--- src/rtl/lsu_pkg.sv ---
// Shared types for the LSU-to-data-memory request path: op encoding,
// in-flight tracking entries and buffered load results.
package lsu_pkg;

    localparam int unsigned XLEN          = 32;
    localparam int unsigned ROB_TAG_WIDTH = 5;

    typedef enum logic {
        MEM_LOAD  = 1'b0,
        MEM_STORE = 1'b1
    } mem_op_t;

    typedef struct packed {
        mem_op_t                  op;
        logic [ROB_TAG_WIDTH-1:0] rob_tag;
        logic                     squashed;
    } trk_entry_t;

    typedef struct packed {
        logic [XLEN-1:0]          data;
        logic [ROB_TAG_WIDTH-1:0] rob_tag;
    } ld_result_t;

    typedef struct packed {
        logic                     valid;
        mem_op_t                  op;
        logic [XLEN-1:0]          addr;
        logic [XLEN-1:0]          data;
        logic [ROB_TAG_WIDTH-1:0] rob_tag;
    } issue_reg_t;

endpackage

--- src/rtl/sync_fifo.sv ---
// Single-clock FIFO with occupancy count and a synchronous clear that
// empties it in one cycle. DEPTH must be a power of two, at least 2.
module sync_fifo #(
    parameter int unsigned WIDTH = 8,
    parameter int unsigned DEPTH = 4
) (
    input  logic                     clk,
    input  logic                     rst_n,
    input  logic                     clear_i,
    input  logic                     push_i,
    input  logic [WIDTH-1:0]         push_data_i,
    input  logic                     pop_i,
    output logic [WIDTH-1:0]         head_o,
    output logic [$clog2(DEPTH):0]   count_o,
    output logic                     full_o,
    output logic                     empty_o
);

    localparam int unsigned PTR_W = $clog2(DEPTH);
    localparam int unsigned CNT_W = PTR_W + 1;

    logic [WIDTH-1:0] mem_q [DEPTH];
    logic [PTR_W-1:0] wr_ptr_q;
    logic [PTR_W-1:0] rd_ptr_q;
    logic [CNT_W-1:0] count_q;
    logic             do_push;
    logic             do_pop;

    assign full_o  = (count_q == CNT_W'(DEPTH));
    assign empty_o = (count_q == '0);
    assign count_o = count_q;
    assign head_o  = mem_q[rd_ptr_q];
    assign do_push = push_i & ~full_o;
    assign do_pop  = pop_i & ~empty_o;

    always_ff @(posedge clk or negedge rst_n) begin
        if (!rst_n) begin
            wr_ptr_q <= '0;
            rd_ptr_q <= '0;
            count_q  <= '0;
            for (int i = 0; i < int'(DEPTH); i++) begin
                mem_q[i] <= '0;
            end
        end else if (clear_i) begin
            wr_ptr_q <= '0;
            rd_ptr_q <= '0;
            count_q  <= '0;
        end else begin
            if (do_push) begin
                mem_q[wr_ptr_q] <= push_data_i;
                wr_ptr_q        <= wr_ptr_q + PTR_W'(1);
            end
            if (do_pop) begin
                rd_ptr_q <= rd_ptr_q + PTR_W'(1);
            end
            count_q <= count_q + CNT_W'(do_push) - CNT_W'(do_pop);
        end
    end

endmodule

--- src/rtl/dmem_request_pipeline.sv ---
// Registers LSU memory requests, issues them to data memory, tracks them in
// order and returns store completions and load results (via the CDB).
module dmem_request_pipeline
    import lsu_pkg::*;
#(
    parameter int unsigned MAX_OUTSTANDING = 4
) (
    input  logic                     clk,
    input  logic                     reset,
    input  logic                     fire_memory_op,
    input  logic                     memory_op_type,
    input  logic [XLEN-1:0]          memory_address,
    input  logic [XLEN-1:0]          memory_data,
    input  logic [ROB_TAG_WIDTH-1:0] mem_op_rob_tag,
    input  logic                     kill_mem_req,
    input  logic                     flush,
    output logic                     mem_if_ready,
    output logic                     dmem_req_valid,
    input  logic                     dmem_req_ready,
    output logic                     dmem_req_we,
    output logic [XLEN-1:0]          dmem_req_addr,
    output logic [XLEN-1:0]          dmem_req_wdata,
    input  logic                     dmem_resp_valid,
    input  logic [XLEN-1:0]          dmem_resp_rdata,
    output logic                     load_succeeded,
    output logic [ROB_TAG_WIDTH-1:0] load_succeeded_rob_tag,
    output logic                     store_succeeded,
    output logic [ROB_TAG_WIDTH-1:0] store_succeeded_rob_tag,
    output logic                     cdb_req,
    output logic [XLEN-1:0]          cdb_req_data,
    output logic [ROB_TAG_WIDTH-1:0] cdb_req_tag,
    input  logic                     cdb_grant
);

    localparam int unsigned PTR_W = $clog2(MAX_OUTSTANDING);
    localparam int unsigned OCC_W = PTR_W + 1;

    issue_reg_t                 issue_q, issue_d;
    trk_entry_t                 trk_q [MAX_OUTSTANDING];
    trk_entry_t                 trk_head, trk_push;
    logic [PTR_W-1:0]           trk_wr_q, trk_rd_q;
    logic [OCC_W-1:0]           trk_cnt_q;
    logic [OCC_W-1:0]           occ_q, occ_d;
    logic                       st_succ_q;
    logic [ROB_TAG_WIDTH-1:0]   st_tag_q;

    logic                       req_hs, capture;
    logic                       resp_pop, resp_store, resp_live, resp_drop;
    logic                       res_pop, res_full, res_empty;
    logic [OCC_W-1:0]           res_count;
    ld_result_t                 res_head, res_push;

    // Issue side: occupancy bound gates the request, not the capture.
    assign dmem_req_valid = issue_q.valid & (occ_q < OCC_W'(MAX_OUTSTANDING));
    assign req_hs         = dmem_req_valid & dmem_req_ready;
    assign mem_if_ready   = ~issue_q.valid | req_hs;
    assign dmem_req_we    = (issue_q.op == MEM_STORE);
    assign dmem_req_addr  = issue_q.addr;
    assign dmem_req_wdata = issue_q.data;
    assign capture        = fire_memory_op & mem_if_ready & ~kill_mem_req
                          & ~(flush & (mem_op_t'(memory_op_type) == MEM_LOAD));

    // Flush drops a held load; a held store is committed and survives.
    always_comb begin
        issue_d = issue_q;
        if (capture) begin
            issue_d.valid   = 1'b1;
            issue_d.op      = mem_op_t'(memory_op_type);
            issue_d.addr    = memory_address;
            issue_d.data    = memory_data;
            issue_d.rob_tag = mem_op_rob_tag;
        end else if (req_hs || (flush && issue_q.op == MEM_LOAD)) begin
            issue_d = '0;
        end
    end

    // Response classification against the oldest outstanding request.
    assign trk_head   = trk_q[trk_rd_q];
    assign resp_pop   = dmem_resp_valid & (trk_cnt_q != '0);
    assign resp_store = resp_pop & (trk_head.op == MEM_STORE);
    assign resp_live  = resp_pop & (trk_head.op == MEM_LOAD) & ~trk_head.squashed & ~flush;
    assign resp_drop  = resp_pop & (trk_head.op == MEM_LOAD) & ~resp_live;

    always_comb begin
        trk_push          = '0;
        trk_push.op       = issue_q.op;
        trk_push.rob_tag  = issue_q.rob_tag;
        trk_push.squashed = flush & (issue_q.op == MEM_LOAD);
    end

    always_ff @(posedge clk or negedge reset) begin
        if (!reset) begin
            trk_wr_q  <= '0;
            trk_rd_q  <= '0;
            trk_cnt_q <= '0;
            for (int i = 0; i < int'(MAX_OUTSTANDING); i++) begin
                trk_q[i] <= '0;
            end
        end else begin
            if (flush) begin
                for (int i = 0; i < int'(MAX_OUTSTANDING); i++) begin
                    if (trk_q[i].op == MEM_LOAD) begin
                        trk_q[i].squashed <= 1'b1;
                    end
                end
            end
            if (req_hs) begin
                trk_q[trk_wr_q] <= trk_push;
                trk_wr_q        <= trk_wr_q + PTR_W'(1);
            end
            if (resp_pop) begin
                trk_rd_q <= trk_rd_q + PTR_W'(1);
            end
            trk_cnt_q <= trk_cnt_q + OCC_W'(req_hs) - OCC_W'(resp_pop);
        end
    end

    // A live load response moves between FIFOs, so occupancy is unchanged.
    always_comb begin
        occ_d = occ_q + OCC_W'(req_hs) - OCC_W'(resp_store) - OCC_W'(resp_drop)
              - OCC_W'(res_pop);
        if (flush) begin
            occ_d = occ_d - res_count;
        end
    end

    always_ff @(posedge clk or negedge reset) begin
        if (!reset) begin
            issue_q   <= '0;
            occ_q     <= '0;
            st_succ_q <= 1'b0;
            st_tag_q  <= '0;
        end else begin
            issue_q   <= issue_d;
            occ_q     <= occ_d;
            st_succ_q <= resp_store;
            st_tag_q  <= resp_store ? trk_head.rob_tag : '0;
        end
    end

    assign store_succeeded         = st_succ_q;
    assign store_succeeded_rob_tag = st_tag_q;

    always_comb begin
        res_push         = '0;
        res_push.data    = dmem_resp_rdata;
        res_push.rob_tag = trk_head.rob_tag;
    end

    sync_fifo #(
        .WIDTH ($bits(ld_result_t)),
        .DEPTH (MAX_OUTSTANDING)
    ) u_result_fifo (
        .clk         (clk),
        .rst_n       (reset),
        .clear_i     (flush),
        .push_i      (resp_live),
        .push_data_i (res_push),
        .pop_i       (res_pop),
        .head_o      (res_head),
        .count_o     (res_count),
        .full_o      (res_full),
        .empty_o     (res_empty)
    );

    assign cdb_req                = ~res_empty & ~flush;
    assign cdb_req_data           = cdb_req ? res_head.data : '0;
    assign cdb_req_tag            = cdb_req ? res_head.rob_tag : '0;
    assign res_pop                = cdb_req & cdb_grant;
    assign load_succeeded         = res_pop;
    assign load_succeeded_rob_tag = cdb_req_tag;

    a_fire_when_busy: assert property (@(posedge clk) disable iff (!reset)
        !(fire_memory_op && !mem_if_ready));
    a_resp_no_outstanding: assert property (@(posedge clk) disable iff (!reset)
        !(dmem_resp_valid && trk_cnt_q == '0));
    a_result_overflow: assert property (@(posedge clk) disable iff (!reset)
        !(resp_live && res_full));

endmodule

--- config.mk ---
export PLATFORM = sky130hd
export DESIGN_NAME = dmem_request_pipeline
export DESIGN_NICKNAME = d
export VERILOG_FILES = /design/src/rtl/lsu_pkg.sv /design/src/rtl/sync_fifo.sv /design/src/rtl/dmem_request_pipeline.sv
export SDC_FILE = /design/constraint.sdc
export NUM_CORES = 1
export LEC_CHECK = 0
export BUFFER_PORTS_ARGS = -buffer_cell sky130_fd_sc_hd__buf_2
export CORE_MARGIN = 1
export CORE_UTILIZATION = 50
export DETAILED_ROUTE_END_ITERATION = 12
export PLACE_DENSITY = 0.73
export SETUP_SLACK_MARGIN = 0.15
export SKIP_LAST_GASP = 1
export SLEW_MARGIN = 0
export SYNTH_ARGS = -nofsm -noshare
export SYNTH_HDL_FRONTEND = slang
export SYNTH_SLANG_ARGS = --single-unit
--- constraint.sdc ---
create_clock -name clk -period 5.4 [get_ports clk]
set_input_delay 0 -clock clk [delete_from_list [all_inputs] [get_ports clk]]
set_output_delay 0 -clock clk [all_outputs]
set_load 0.03 [all_outputs]
Yosys cells after proc, flatten, opt, wreduce, memory -nomap -nowiden

Index checks and enable logic that the tools add are counted.

Output and inout bits: 117
Logic and storage cells: 126
Flip-flop bits (word level): 270

Bitwise gates (word level): 33
Reduce and logical (&&, ||, !) cells: 10
Muxes and demuxes: 32
Magnitude comparators: 7
Add/sub/neg operators: 13
Eq/ne operators: 1

Operators with widths:

| operator            | count |
|---|---|
| $bwmux 148          | 1 |
| $mux 71             | 2 |
| $mux 37             | 3 |
| $bmux 37 s2         | 1 |
| $demux 37 s2        | 1 |
| $mux 32             | 1 |
| $bwmux 28           | 1 |
| $mux 22             | 1 |
| $mux 7              | 3 |
| $and 1x1->1         | 17 |
| $sub 3x1->3         | 5 |
| $bmux 7 s2          | 1 |
| $demux 7 s2         | 1 |
| $ge 3x3->1 const B  | 4 |
| $not 2->3           | 4 |
| $not 1->1           | 11 |
| $mux 5              | 2 |
| $add 3x1->3         | 3 |
| $add 2x1->2 const B | 4 |
| $mux 1              | 8 |
| $mux 2              | 4 |
| $lt 3x1->1 const B  | 2 |
| $mux 3              | 2 |
| $reduce_bool 2->1   | 3 |
| other kinds (9)     | 11 |

Logic depth before layout (Yosys ltp)

Gate-level depths: netlist of the first run.

Word-level depth: 14
Depth in mapped cells: 16
Depth with buffers taken out: 15

Cells and area by module

Synthesis of the first run repeated with hierarchy kept, for this count alone.

Cells, all modules: 907
Area, all modules: 13855.8 µm²

Modules (own cells, without submodules):

| module                | cells an instance | times used | sequential area each (µm²) | area each (µm²) |
|---|---|---|---|---|
| sync_fifo             | 405               | 1          | 3878.7                     | 7443.4 |
| dmem_request_pipeline | 502               | 1          | 2877.8                     | 6412.4 |

Worst setup path before layout of the first run

OpenSTA, ideal clock, no wires.

Kind: reg2reg
From: reg u_result_fifo.count_q[1], in the netlist u_result_fifo.count_o[1]
To: reg occ_q[2]
Data required time: 5277 ps
Clock period less this slack: 3615 ps
Setup time: 123 ps
Stages on the path, launching flop included: 15
Data arrival time: 3492 ps
Setup slack: 1785 ps
Path through: dfrtp_1 nor3_1 nor2_1 clkbuf_1 nand2_1 inv_1 ha_1 fa_1 fa_1 inv_1 ha_1 fa_1 xnor2_1 nand2_1 xnor2_1

Longest elaborated chain between the ends: 7

RTL lines:

| element                  | RTL line                     | RTL |
|---|---|---|
| start: declaration       | sync_fifo.sv:25              | `logic [CNT_W-1:0] count_q;` |
| start signal: assignment | sync_fifo.sv:56              | `count_q <= count_q + CNT_W'(do_push) - CNT_W'(do_pop);` |
| $logic_not 3->1 (*)      | sync_fifo.sv:30              | `assign empty_o = (count_q == '0);` |
| $not 1->1 (*)            | dmem_request_pipeline.sv:166 | `assign cdb_req = ~res_empty & ~flush;` |
| $and 1x1->1 (*)          | dmem_request_pipeline.sv:166 |  |
| $and 1x1->1 (*)          | dmem_request_pipeline.sv:169 | `assign res_pop = cdb_req & cdb_grant;` |
| via load_succeeded       | dmem_request_pipeline.sv:25  | `output logic load_succeeded,` |
| $sub 3x1->3 (*)          | dmem_request_pipeline.sv:121 | `- OCC_W'(res_pop);` |
| $sub 3x3->3              | dmem_request_pipeline.sv:123 | `occ_d = occ_d - res_count;` |
| $mux 3 (*)               | dmem_request_pipeline.sv:122 | `if (flush) begin` |
| via occ_d[2]             | dmem_request_pipeline.sv:43  | `logic [OCC_W-1:0] occ_q, occ_d;` |
| end signal: assignment   | dmem_request_pipeline.sv:130 | `occ_q <= '0;` |
| end signal: assignment   | dmem_request_pipeline.sv:135 | `occ_q <= occ_d;` |
| end: declaration         | dmem_request_pipeline.sv:43  |  |

The timed path passes the listed nets; every way through them passes the cells marked *.
A chain may end at the register's enable or synchronous reset.

Final worst setup path of the first run

From: reg trk_rd_q[0]
To: reg occ_q[2]

Elaborated cells on any way between the ends: 17
Those cells by class: 4 x add/sub; 4 x mux; 9 x bitwise

RTL lines:

| element                                       | RTL line                     | RTL |
|---|---|---|
| start: declaration                            | dmem_request_pipeline.sv:41  | `logic [PTR_W-1:0] trk_wr_q, trk_rd_q;` |
| start signal: assignment                      | dmem_request_pipeline.sv:112 | `trk_rd_q <= trk_rd_q + PTR_W'(1);` |
| $not 2->3 (not written as such) (*)           | dmem_request_pipeline.sv:78  | `assign trk_head = trk_q[trk_rd_q];` |
| $bmux 7 s2 (*)                                | dmem_request_pipeline.sv:78  |  |
| $mux 7 (not written as such) (*) (2 in a row) | dmem_request_pipeline.sv:78  |  |
| $and 1x1->1 (*)                               | dmem_request_pipeline.sv:80  | `assign resp_store = resp_pop & (trk_head.op == MEM_STORE);` |
| via resp_store                                | dmem_request_pipeline.sv:48  | `logic resp_pop, resp_store, resp_live, resp_drop;` |
| $sub 3x1->3 (*) (2 in a row)                  | dmem_request_pipeline.sv:120 | `occ_d = occ_q + OCC_W'(req_hs) - OCC_W'(resp_store) - OCC_W'(resp_drop)` |
| $sub 3x1->3 (*)                               | dmem_request_pipeline.sv:121 |  |
| $sub 3x3->3                                   | dmem_request_pipeline.sv:123 |  |
| $mux 3 (*)                                    | dmem_request_pipeline.sv:122 |  |
| via occ_d[2]                                  | dmem_request_pipeline.sv:43  |  |

The timed path passes the listed nets; every way through them passes the cells marked *. The select of a mux whose other input is x is not followed.

==> results by group, run 1 <==
Floorplan
  – Initial core utilization: 51.7%
  – Die Y: 159 microns
  – Die area: ~25000 sq um
  – FP Rows: 56
  – # IOs: 227
  – Core area: between 20000 and 25000 sq um
  – Die width: 159 microns

Power
  – Net switching power: around 1.8 mW
  – Pwr dens: 398 nW/um^2
  – Clock power share: 34.4%
  – Seq pwr share: 41.2%
  – Internal power: 4.24 mW
  – Sw frac: 30.1%
  – Pleak: 7.77 nW
  – Comb power frac: 24.3%
  – Pwr Total: 6.07 mW
  – VDD IR-drop max: 0.253 mV

Timing
  – Final Slew Violations: 0
  – Min Clock Period, post-route: 3.94 ns
  – Slew @ Worst Pin: around 0.9 ns
  – Final critical-path share of the clock period: 73.0%
  – Setup violations, final: 0
  – Fmax: 0.254 GHz
  – Final worst setup slack: approximately 1.5 ns
  – Final hold violations: 0
  – Setup TNS: 0 ns
  – RSZ-0062 raised after global routing: no
  – Max_slew headroom: about two fifths
  – Final clock skew: 0.0148 ns

Worst hold path
  – Hold WC Path Type: input port to asynchronous set/reset pin

Clock tree
  – Clk root buf: clkbuf_16
  – TritonCTS clock tree: built
  – Cts bufs inserted: 28
  – Clock-pin slew on the worst setup and hold paths: roughly 0.060 ns
  – Bufs on Longest Clock Path: 3
  – Post-CTS resize count: 0
  – Worst-skew pair later-pin latency: roughly 0.54 ns
  – Clock sinks: 270
  – Htree depth: 1

Synthesis
  – Number of synthesized flops with an enable pin: 0
  – Yosys warns: 0
  – Top-area cell type share of the netlist area: about 55%
  – Compound-Gate Fraction of Synth Area: approximately 5.7%
  – Seq/Total Area, Yosys: 55.0%
  – Post-synthesis adder-cell area fraction: 2.44%
  – Post-synth top area cell: dfrtp_1
  – Post-synthesis mux area share: between 20% and 30%
  – Mapped Area: 12300 sq um
  – Top FF cell, synth: dfrtp_1
  – Main combinational cell family by area after synthesis: multiplexers
  – Seq cells post-synth: 270
  – Count of different cell masters after synthesis: 39
  – Net Count, Synth: ~960
  – Syn_area_per_cell: ~15 sq um
  – Synth area leaders: dfrtp_1 (55%), mux2_2 (15%), mux4_2 (7.9%)
  – Simple-Gate Fraction of Synth Area: 4.25%
  – FFs w/ async S/R, synth: 100%
  – Post-Synth XOR/XNOR Area: less than 1%
  – Mapped Cells: 831

Setup path
  – Worst R2R Path Depth: 12
  – R2r endpoint: occ_q[2]
  – R2r setup slk: ~1.5 ns
  – Startpoint Class: flop
  – Logic depth of the worst path, buffers included: 12
  – CP Capture Type: flop
  – CP max stage cell: dfrtp_1
  – Crit-path most repeated cell: fa_1
  – CP peak stage delay: 0.65 ns
  – RR Startpoint: trk_rd_q[0]
  – Worst setup endpoint: occ_q[2]
  – Critical path launch point: trk_rd_q[0]
  – CP Cell Sequence: mux4_2 > nand2_1 > inv_1 > ha_1 > fa_1 > fa_1 > inv_1 > ha_1 > fa_1 > xnor2_1 > nand2_1 > xnor2_1
  – WP buf/inv: 2
  – CP required: roughly 5.9 ns
  – Worst path arrival time: around 4.4 ns
  – Setup CP Type: flop to flop
  – Crit-path max FO: 10
  – CP delay by family, top: adder cells

Global routing
  – Initial antenna violation count: 0
  – Largest net degree at the start of global routing: 149
  – First-pass GRT wire length: 44100 microns
  – Grt ovf: 0
  – Number of global-route vias before repair: 8321
  – GRT Resource Usage Total: 21.7%

Drt
  – Post-route ant nets: 0
  – Final WL: between 20000 and 30000 microns
  – Routed vias: between 7000 and 8000
  – Wire per inst: 18.6 microns
  – Pre-antenna DRT Iters: 4
  – Vias per std cell: around 5.4
  – # DRC: 0
  – Initial DRC count: 407

Cells and area
  – Nets@finish: 1222
  – Synthesis-to-finish area growth: 24.0%
  – Fill cell instance count of the final layout: approximately 1700
  – Ratio of cells with drive above 1 in the final layout: 45.7%
  – N_diodes: 0
  – Layout Cell Area excl Fill: roughly 15000 sq um

Status
  – Outcome: completed

Place
  – Port bufs: 226
  – Post-detail-place hpwl: about 15000 microns
  – Dpl cell area: 13100 sq um
  – DP Worst Slack: 1.48 ns
  – Routability congestion estimate: 0.767

Run
  – Max Cap Viol: 0
worst reg2reg max path: stages (launching register included):
cell and delay [ns]:
dfrtp_1 0.65, mux4_2 0.63, nand2_1 0.09, inv_1 0.06, ha_1 0.29, fa_1 0.41, fa_1 0.49, inv_1 0.04
ha_1 0.32, fa_1 0.41, xnor2_1 0.16, nand2_1 0.09, xnor2_1 0.20
power by group through the flow:
stage / Sequential [mW] / Combinational (mW) / Clock [mW]
2_1_floorplan: 2.46 / 1.19 / 0
3_3_place_gp: 2.52 / 1.38 / 0
3_5_place_dp: 2.53 / 1.42 / 0
4_1_cts: 2.50 / 1.49 / 2.13
5_1_grt: 2.54 / 1.61 / 2.23
6_report: 2.50 / 1.48 / 2.09
metrics by stage:
| step | cells | utilization (%) | hold slack, ns |
|---|---|---|---|
| final | 1432 | 64.1 | 0.109 |
| after global routing | 1432 | 64.1 | 0.198 |
| after CTS | 1432 | 64.1 | 0.148 |
| after detailed placement | 1272 | 55.3 | 0.142 |
| after global placement | 1272 | 55.3 | 0.139 |
| after floorplan | 831 | - | -0.296 |
worst min-delay path by stage:
stage | cells past startpoint | end | slack, ns | from
global route | 2 | u_result_fifo.mem_q[140] | 0.20 | reset
finish | 2 | u_result_fifo.mem_q[29] | 0.11 | reset
detailed placement | 1 | u_result_fifo.mem_q[29] | 0.14 | reset
CTS | 2 | u_result_fifo.mem_q[29] | 0.15 | reset
floorplan | 0 | dmem_req_addr[0] | -0.30 | reset
global placement | 1 | u_result_fifo.mem_q[140] | 0.14 | reset
placed cells by master, fill, tap and decap left out, types with 2 or more instances in the layout:
master	instances
mux2_2	161
buf_4	9
nor2_1	6
nor3_4	4
clkbuf_8	6
fa_1	5
nor2b_1	5
dlygate4sd3_1	108
mux2_1	3
buf_2	225
clkinv_8	2
mux2_4	10
nand2_1	19
mux2i_1	4
o21ai_0	7
mux4_2	43
clkbuf_16	28
xnor2_1	11
ha_1	16
bufinv_16	5
and3_1	5
dfrtp_1	269
and2_1	37
a22o_1	69
clkinv_2	7
inv_1	24
clkbuf_1	4
cell type report:
cell class              instances  area [sq um]  area share [%]
multi-input cells             422          4660            30.6
well taps                     319           399            2.62
clock buffers                  38           798            5.24
flip-flops and latches        270          6760            44.4
clock inverters                14           218            1.43
repair buffers                344          2310            15.2
inverters                      25          93.8           0.616
registers in the layout, summed over array words and instances (netlist names), 2 cells and up:
signal and flops:
trk_rd_q 2, trk_wr_q 2, dmem_req_addr 32, trk_q 28, dmem_req_wdata 32, u_result_fifo.mem_q 148
issue_q 6, u_result_fifo.rd_ptr_q 2, u_result_fifo.wr_ptr_q 2, u_result_fifo.count_o 3, occ_q 3, store_succeeded_rob_tag 5
trk_cnt_q 3
cell usage after synthesis (2+ instances only):
cell type and count:
mux4_2 43, dfrtp_1 270, nor3_4 4, xnor2_1 11, and3_1 6, buf_2 2, buf_4 70, fa_1 5
nor2b_1 5, clkbuf_1 22, mux2i_1 4, mux2_4 10, buf_6 14, a22o_1 69, mux2_2 161, inv_1 24
and2_1 37, nand2_1 19, nor2_1 7, ha_1 16, buf_1 6, o21ai_0 7, mux2_1 3
cell families (layout without fill, tap and decap cells):
| kind of cell | Yosys count | in the layout |
|---|---|---|
| buffers and inverters | 139 | 421 |
| AND/OR/NAND/NOR | 85 | 85 |
| multiplexers | 221 | 221 |
| XOR/XNOR | 12 | 12 |
| flip-flops | 270 | 270 |
| AO/OA/AOI/OAI | 83 | 83 |
| adder cells (fa/ha/maj) | 21 | 21 |
routing by layer:
| layer | part of all wire (%) | global-route usage [%] | up-vias |
|---|---|---|---|
| li1 | - | - | 3433 |
| met1 | 43 | 29.1 | 3906 |
| met2 | 49 | 36.1 | 263 |
| met3 | 5.7 | 3.87 | 63 |
| met4 | 2.6 | 6.40 | 0 |
| met5 | 0 | 0 | - |
repair_timing:
item / 4_1_cts / 5_1_grt
setup buffers: 0 / 0
setup endpoints to repair: 0 / 0
endpoints found under the hold margin: 335 / 0
hold buffers: 108 / 0
(Power assumes the default switching activity.)
==> inputs of run 2 (changes only) <==
==> constraint.sdc (replaced) <==
create_clock -name clk -period 4.1 [get_ports clk]
set_input_delay 0 -clock clk [delete_from_list [all_inputs] [get_ports clk]]
set_output_delay 0 -clock clk [all_outputs]
set_load 0.03 [all_outputs]
==> results by group, run 2 (synthesis results as in run 1) <==
Status
  – Outcome: finished, violations left
  – Violated checks: negative hold slack

Drt
  – Initial DRC count: 376 (-7.6%)
  – Post-route ant nets: 0 (unchanged)
  – # DRC: 0 (unchanged)
  – Vias per std cell: 5.32 (-0.58%)
  – Routed vias: 7626 (-0.51%)
  – Final WL: 26000 microns (-2.6%)
  – Pre-antenna DRT Iters: 4 (unchanged)
  – Wire per inst: 18.1 microns (-2.6%)

Power
  – Pleak: 7.74 nW (-0.35%)
  – Pwr dens: 511 nW/um^2 (+28%)
  – Pwr Total: 7.74 mW (+28%)
  – VDD IR-drop max: 0.327 mV (+29%)

Clock tree
  – Clock sinks: 270 (unchanged)
  – Htree depth: 1 (unchanged)
  – Cts bufs inserted: 29 (+3.6%)
  – Worst-skew pair later-pin latency: 0.53 ns (about the same)
  – Bufs on Longest Clock Path: 3 (unchanged)
  – Setup Buffers After CTS: 0 (unchanged)
  – Clock-pin slew on the worst setup and hold paths: 0.06 ns (about the same)
  – Clk root buf: clkbuf_16
  – TritonCTS clock tree: built

Cells and area
  – Max reg flops: 148 (unchanged)
  – Synthesis-to-finish area growth: 23.4%
  – Nets@finish: 1226 (+0.33%)
  – Commonest non-fill, non-tap cell in the layout: dfrtp_1
  – Most frequent cells in the layout: dfrtp_1 (269), buf_2 (225), mux2_2 (161)
  – Ratio of cells with drive above 1 in the final layout: 45.8% (+0.090 points)
  – Largest reg by FF count: u_result_fifo.mem_q

Timing
  – Final clock skew: 0.00662 ns (-0.00818 ns)
  – Setup violations, final: 0 (unchanged)
  – Setup TNS: 0 ns (unchanged)
  – Max_slew headroom: 28.5% (-11 points)
  – RSZ-0062 raised after global routing: no
  – Final Slew Violations: 0 (unchanged)
  – Fmax: 0.273 GHz (+7.6%)
  – WHS: -0.00309 ns (-0.112 ns)
  – Slew @ Worst Pin: 1.07 ns (+0.169 ns)
  – Min Clock Period, post-route: 3.66 ns (-0.279 ns)
  – Final critical-path share of the clock period: 89.3% (+16 points)
  – Final hold violations: 1 (+1)

Setup path
  – CP peak stage delay: 0.60 ns (-0.05 ns)
  – CP max stage cell: dfrtp_1
  – Crit-path max FO: 9 (-1)
  – Worst path arrival time: 4.08 ns (-0.31 ns)
  – Startpoint Class: flop
  – CP required: 4.51 ns (-1.34 ns)
  – Crit-path most repeated cell: fa_1
  – CP Cell Sequence: mux4_2 > nand2_1 > inv_1 > ha_1 > fa_1 > fa_1 > inv_1 > ha_1 > fa_1 > xnor2_1 > nand2_1 > xnor2_1
  – Setup CP Type: flop to flop
  – CP Capture Type: flop

Floorplan
  – # IOs: 227 (unchanged)
  – Die Y: 159 microns (unchanged)
  – Die width: 159 microns (unchanged)
  – Initial core utilization: 51.7% (unchanged)
  – Die area: 25200 sq um (unchanged)
  – FP Rows: 56 (unchanged)
  – Core area: 23800 sq um (unchanged)

Global routing
  – Initial antenna violation count: 0 (unchanged)
  – Largest net degree at the start of global routing: 113 (-24%)
  – Grt ovf: 0 (unchanged)
  – First-pass GRT wire length: 42800 microns (-2.9%)
  – GRT Resource Usage Total: 21.1% (-0.62 points)
  – Number of global-route vias before repair: 8122 (-2.4%)

Place
  – Post-detail-place hpwl: 15300 microns (+0.67%)
  – Port bufs: 226 (unchanged)
  – Routability congestion estimate: 0.771 (+0.48%)

Run
  – Max Cap Viol: 0 (unchanged)

Worst hold path
  – Hold WC Path Type: input port to flop
run 2: cell count changes in the layout (fill, tap and decap cells not counted):
cell,change
clkinv_2,-1
dlygate4sd3_1,-1
bufinv_16,-4
inv_6,+1
clkinv_8,-2
clkbuf_16,+1
diode_2,+1
buf_4,+4
clkbuf_8,+2
run 2: layout make-up:
type,count,area (sq um)
Antenna cell,1,2.50
Clock buffer,41,851
Clock inverter,8,68.8
Fill cell,1720,8590
Inverter,25,93.8
Multi-Input combinational cell,422,4660
Sequential cell,270,6760
Tap cell,319,399
Timing Repair Buffer,347,2330
run 2: stage by stage:
stage | utilization [%] | area (sq um) | instances | setup slack [ns] | hold WS [ns]
global placement | 55.4 | 13200 | 1276 | 0.506 | 0.131
finish | 63.8 | 15200 | 1433 | 0.438 | -0.00309
detailed placement | 55.4 | 13200 | 1276 | 0.439 | 0.124
global route | 63.8 | 15200 | 1432 | 0.282 | 0.0517
CTS | 63.8 | 15200 | 1432 | 0.404 | 0.000228
floorplan | - | 12300 | 831 | 0.485 | -0.296
run 2: final timing paths:
check                                        startpoint  slack, ns                        to  cells past startpoint
worst min register to register  u_result_fifo.mem_q[16]       0.49   u_result_fifo.mem_q[16]                      1
worst max-delay path                        trk_rd_q[1]       0.44                  occ_q[2]                     12
max in group asynchronous                         reset       2.75         dmem_req_addr[19]                      3
worst max register to register              trk_rd_q[1]       0.44                  occ_q[2]                     12
worst min-delay path                     dmem_req_ready     -0.003               issue_q[70]                      4
min in group asynchronous                         reset       0.09  u_result_fifo.mem_q[137]                      2
run 2: power by group:
part	switching (mW)	internal (mW)	leakage, nW	total (mW)
Combinational	1.09	0.889	3.62	1.98
Sequential	0.241	3.03	3.66	3.27
Clock	1.00	1.49	0.462	2.49
run 2: metal layers:
layer / vias to the layer above / wire [microns] / global-route usage [%]
li1: 3436 / - / -
met1: 3898 / 11600 / 28.5
met2: 242 / 12400 / 34.9
met3: 50 / 1440 / 3.92
met4: 0 / 565 / 5.87
met5: - / 0 / 0
run 2: worst max-delay path: cells and delay by family (launching register included):
kind	cells	cell delay, ns
multiplexers	1	0.44
XOR/XNOR	2	0.29
flip-flops	1	0.60
AND/OR/NAND/NOR	2	0.17
adder cells (fa/ha/maj)	5	1.94
buffers and inverters	2	0.10
run 2: timing repair:
| action | in CTS | in global routing |
|---|---|---|
| resized for setup | 0 | 0 |
| hold endpoints to repair | 319 | 0 |
| hold buffers | 107 | 0 |
==> inputs of run 3 (changes only) <==
--- a/config.mk
+++ b/config.mk
@@ -5,11 +5,12 @@
 export SDC_FILE = /design/constraint.sdc
 export NUM_CORES = 1
 export LEC_CHECK = 0
+export ABC_AREA = 1
 export BUFFER_PORTS_ARGS = -buffer_cell sky130_fd_sc_hd__buf_2
 export CORE_MARGIN = 1
 export CORE_UTILIZATION = 50
 export DETAILED_ROUTE_END_ITERATION = 12
-export PLACE_DENSITY = 0.73
+export PLACE_DENSITY = 0.72
 export SETUP_SLACK_MARGIN = 0.15
 export SKIP_LAST_GASP = 1
 export SLEW_MARGIN = 0
==> results by group, run 3 <==
Status
  – Outcome: completed

Drt
  – Wire per inst: 16.5 microns (-8.7%)
  – Routed vias: 11300 (+48%)
  – Final WL: 35500 microns (+37%)
  – # DRC: 0 (unchanged)
  – Post-route ant nets: 0 (unchanged)
  – Vias per std cell: 5.26 (-1.1%)
  – Initial DRC count: 1025 (+170%)
  – Pre-antenna DRT Iters: 5 (+1)

Clock tree
  – Clock-pin slew on the worst setup and hold paths: 0.06 ns (about the same)
  – Cts bufs inserted: 30 (+3.4%)
  – TritonCTS clock tree: built
  – Clk root buf: clkbuf_16
  – Clock sinks: 270 (unchanged)
  – Setup Buffers After CTS: 0 (unchanged)
  – Bufs on Longest Clock Path: 3 (unchanged)
  – Htree depth: 1 (unchanged)
  – Worst-skew pair later-pin latency: 0.55 ns (+0.02 ns)

Floorplan
  – # IOs: 227 (unchanged)
  – Core area: 25300 sq um (+6.6%)
  – Die area: 26600 sq um (+5.6%)
  – Die width: 163 microns (+2.8%)
  – Die Y: 163 microns (+2.8%)
  – FP Rows: 58 (+3.6%)
  – Initial core utilization: 51.3% (-0.44 points)

Timing
  – RSZ-0062 raised after global routing: no
  – Final worst setup slack: 0.467 ns (+0.0291 ns)
  – Slew @ Worst Pin: 0.929 ns (-0.143 ns)
  – Final Slew Violations: 0 (unchanged)
  – Final clock skew: 0.0148 ns (+0.00813 ns)
  – Fmax: 0.275 GHz (+0.80%)
  – Max_slew headroom: 38.0% (+9.5 points)
  – Min Clock Period, post-route: 3.63 ns (-0.0291 ns)
  – Setup violations, final: 0 (unchanged)
  – Final critical-path share of the clock period: 88.6% (-0.71 points)
  – Setup TNS: 0 ns (unchanged)
  – Final hold violations: 0 (-1)

Power
  – VDD IR-drop max: 0.357 mV (+9.3%)
  – Pwr Total: 9.80 mW (+27%)
  – Pwr dens: 617 nW/um^2 (+21%)
  – Pleak: 8.56 nW (+11%)

Cells and area
  – N_diodes: 0 (-1)
  – Cell Count, Final, Fillers Out: 2147 (+50%)
  – Commonest non-fill, non-tap cell in the layout: nand2_1
  – Max reg flops: 148 (unchanged)
  – Ratio of cells with drive above 1 in the final layout: 16.9% (-29 points)
  – Nets@finish: 1924 (+57%)
  – Synthesis-to-finish area growth: 22.3%
  – Largest reg by FF count: u_result_fifo.mem_q
  – Most frequent cells in the layout: nand2_1 (359), dfrtp_1 (269), buf_2 (225)

Synthesis
  – Mapped Area: 13000 sq um (+5.7%)
  – Seq cells post-synth: 270 (unchanged)
  – Most frequent cells after synthesis: nand2_1 (359), dfrtp_1 (270), nand3_1 (222)
  – Post-synth top area cell: dfrtp_1
  – FFs w/ async S/R, synth: 100% (unchanged)
  – Seq/Total Area, Yosys: 52.0% (-3.0 points)
  – Yosys warns: 0 (unchanged)
  – Top-count cell post-synth: nand2_1
  – Syn_area_per_cell: 8.22 sq um (-44%)
  – Count of different cell masters after synthesis: 23 (-41%)
  – Synth area leaders: dfrtp_1 (52%), nand2_1 (10%), nand3_1 (8.6%)
  – Net Count, Synth: 1711 (+78%)
  – Mapped Cells: 1580 (+90%)
  – Number of synthesized flops with an enable pin: 0 (unchanged)
  – Top-area cell type share of the netlist area: 52.0% (-3.0 points)
  – Top FF cell, synth: dfrtp_1

Setup path
  – CP peak stage delay: 0.65 ns (+0.05 ns)
  – CP delay by family, top: adder cells
  – Crit-path most repeated cell: fa_1
  – Startpoint Class: flop
  – Crit-path max FO: 16 (+7)
  – CP max stage cell: dfrtp_1
  – RR Startpoint: trk_rd_q[0]
  – R2r endpoint: occ_q[2]
  – R2r setup slk: 0.47 ns (+0.03 ns)
  – WP buf/inv: 2 (unchanged)
  – Worst path arrival time: 4.06 ns (-0.02 ns)
  – CP Capture Type: flop
  – CP Cell Sequence: inv_4 > nand2_1 > nand3_1 > nand2_1 > nor2_1 > ha_1 > fa_1 > fa_1 > inv_1 > ha_1 > fa_1 > a21oi_1 > o21ai_0 > xor2_1
  – CP required: 4.53 ns (+0.02 ns)
  – Setup CP Type: flop to flop
  – Worst R2R Path Depth: 14 (+2)

Place
  – Placed insts: 1983 (+55%)
  – Routability congestion estimate: 0.837 (+8.7%)
  – Port bufs: 226 (unchanged)
  – Post-detail-place hpwl: 19700 microns (+28%)
  – DP Worst Slack: 0.444 ns (+0.00507 ns)

Run
  – Max Cap Viol: 0 (unchanged)

Global routing
  – Grt ovf: 0 (unchanged)
  – Largest net degree at the start of global routing: 136 (+20%)
  – Number of global-route vias before repair: 11200 (+38%)
  – GRT Resource Usage Total: 26.8% (+5.7 points)
  – First-pass GRT wire length: 57300 microns (+34%)
  – Initial antenna violation count: 0 (unchanged)

Worst hold path
  – Hold WC Path Type: input port to asynchronous set/reset pin
## run 3: cell types whose count changed after synthesis, moves of 32 or more
cell      previous run  this run
a22o_1              69         0
and2_1              37         5
mux2_2             161         0
clkbuf_1            22        54
a21oi_1              0        40
nand3_1              0       222
o21ai_0              7       178
inv_1               24       109
mux4_2              43         0
nor2_1               7       172
nand2_1             19       359
## run 3: what timing repair did
action / in CTS / in global routing
hold endpoints to repair: 313 / 0
endpoints found under the setup margin: 0 / 1
gates resized for setup: 0 / 1
hold buffers: 108 / 0
## run 3: power by group
group          total (mW)  internal (mW)  leakage [nW]  switching [mW]
registers            3.63           3.27          3.63           0.359
clock network        3.02           1.93         0.559            1.09
logic                3.15          0.989          4.37            2.16
total                9.80           6.19          8.56            3.60
## run 3: metal layers
| metal | track usage (%) | vias up | share of wire (%) | wire length, microns |
|---|---|---|---|---|
| li1 | - | 5419 | - | - |
| met1 | 34.7 | 5366 | 42 | 15000 |
| met2 | 45.3 | 449 | 48 | 17000 |
| met3 | 4.06 | 67 | 6.5 | 2320 |
| met4 | 10.1 | 0 | 3.3 | 1160 |
| met5 | 0 | - | 0 | 0 |
## run 3: metrics by stage
| stage | area (sq um) | util, % | hold slack (ns) |
|---|---|---|---|
| after global routing | 15900 | 62.7 | 0.155 |
| after floorplan | 13000 | - | -0.296 |
| after global placement | 13700 | 53.9 | 0.0994 |
| after CTS | 15900 | 62.7 | 0.117 |
| final | 15900 | 62.7 | 0.0529 |
| after detailed placement | 13700 | 53.9 | 0.0968 |
## run 3: logic make-up after synthesis
family	Yosys count	share of synthesized area, %
flops	270	52.0
buf+inv	282	11.3
xor+xnor	8	0.540
compound gates	235	9.21
simple gates	764	24.6
fa+ha+maj	21	2.31
## run 3: area by class of cell
cell class,instances,area [sq um]
clock buffers,45,928
clock inverters,11,211
fillers,2105,9440
inverters,111,419
multi-input cells,1028,4770
flip-flops and latches,270,6760
well taps,330,413
repair buffers,352,2380
## run 3: how the worst max path moves through the flow
stage | startpoint | to | slack [ns] | cells after the start
5_1_grt | trk_rd_q[0] | occ_q[2] | 0.20 | 14
2_1_floorplan | u_result_fifo.count_o[1] | occ_q[2] | 0.50 | 13
3_5_place_dp | trk_rd_q[0] | occ_q[2] | 0.44 | 14
6_report | trk_rd_q[0] | occ_q[2] | 0.47 | 14
3_3_place_gp | trk_rd_q[0] | occ_q[2] | 0.49 | 14
4_1_cts | trk_rd_q[0] | occ_q[2] | 0.43 | 14
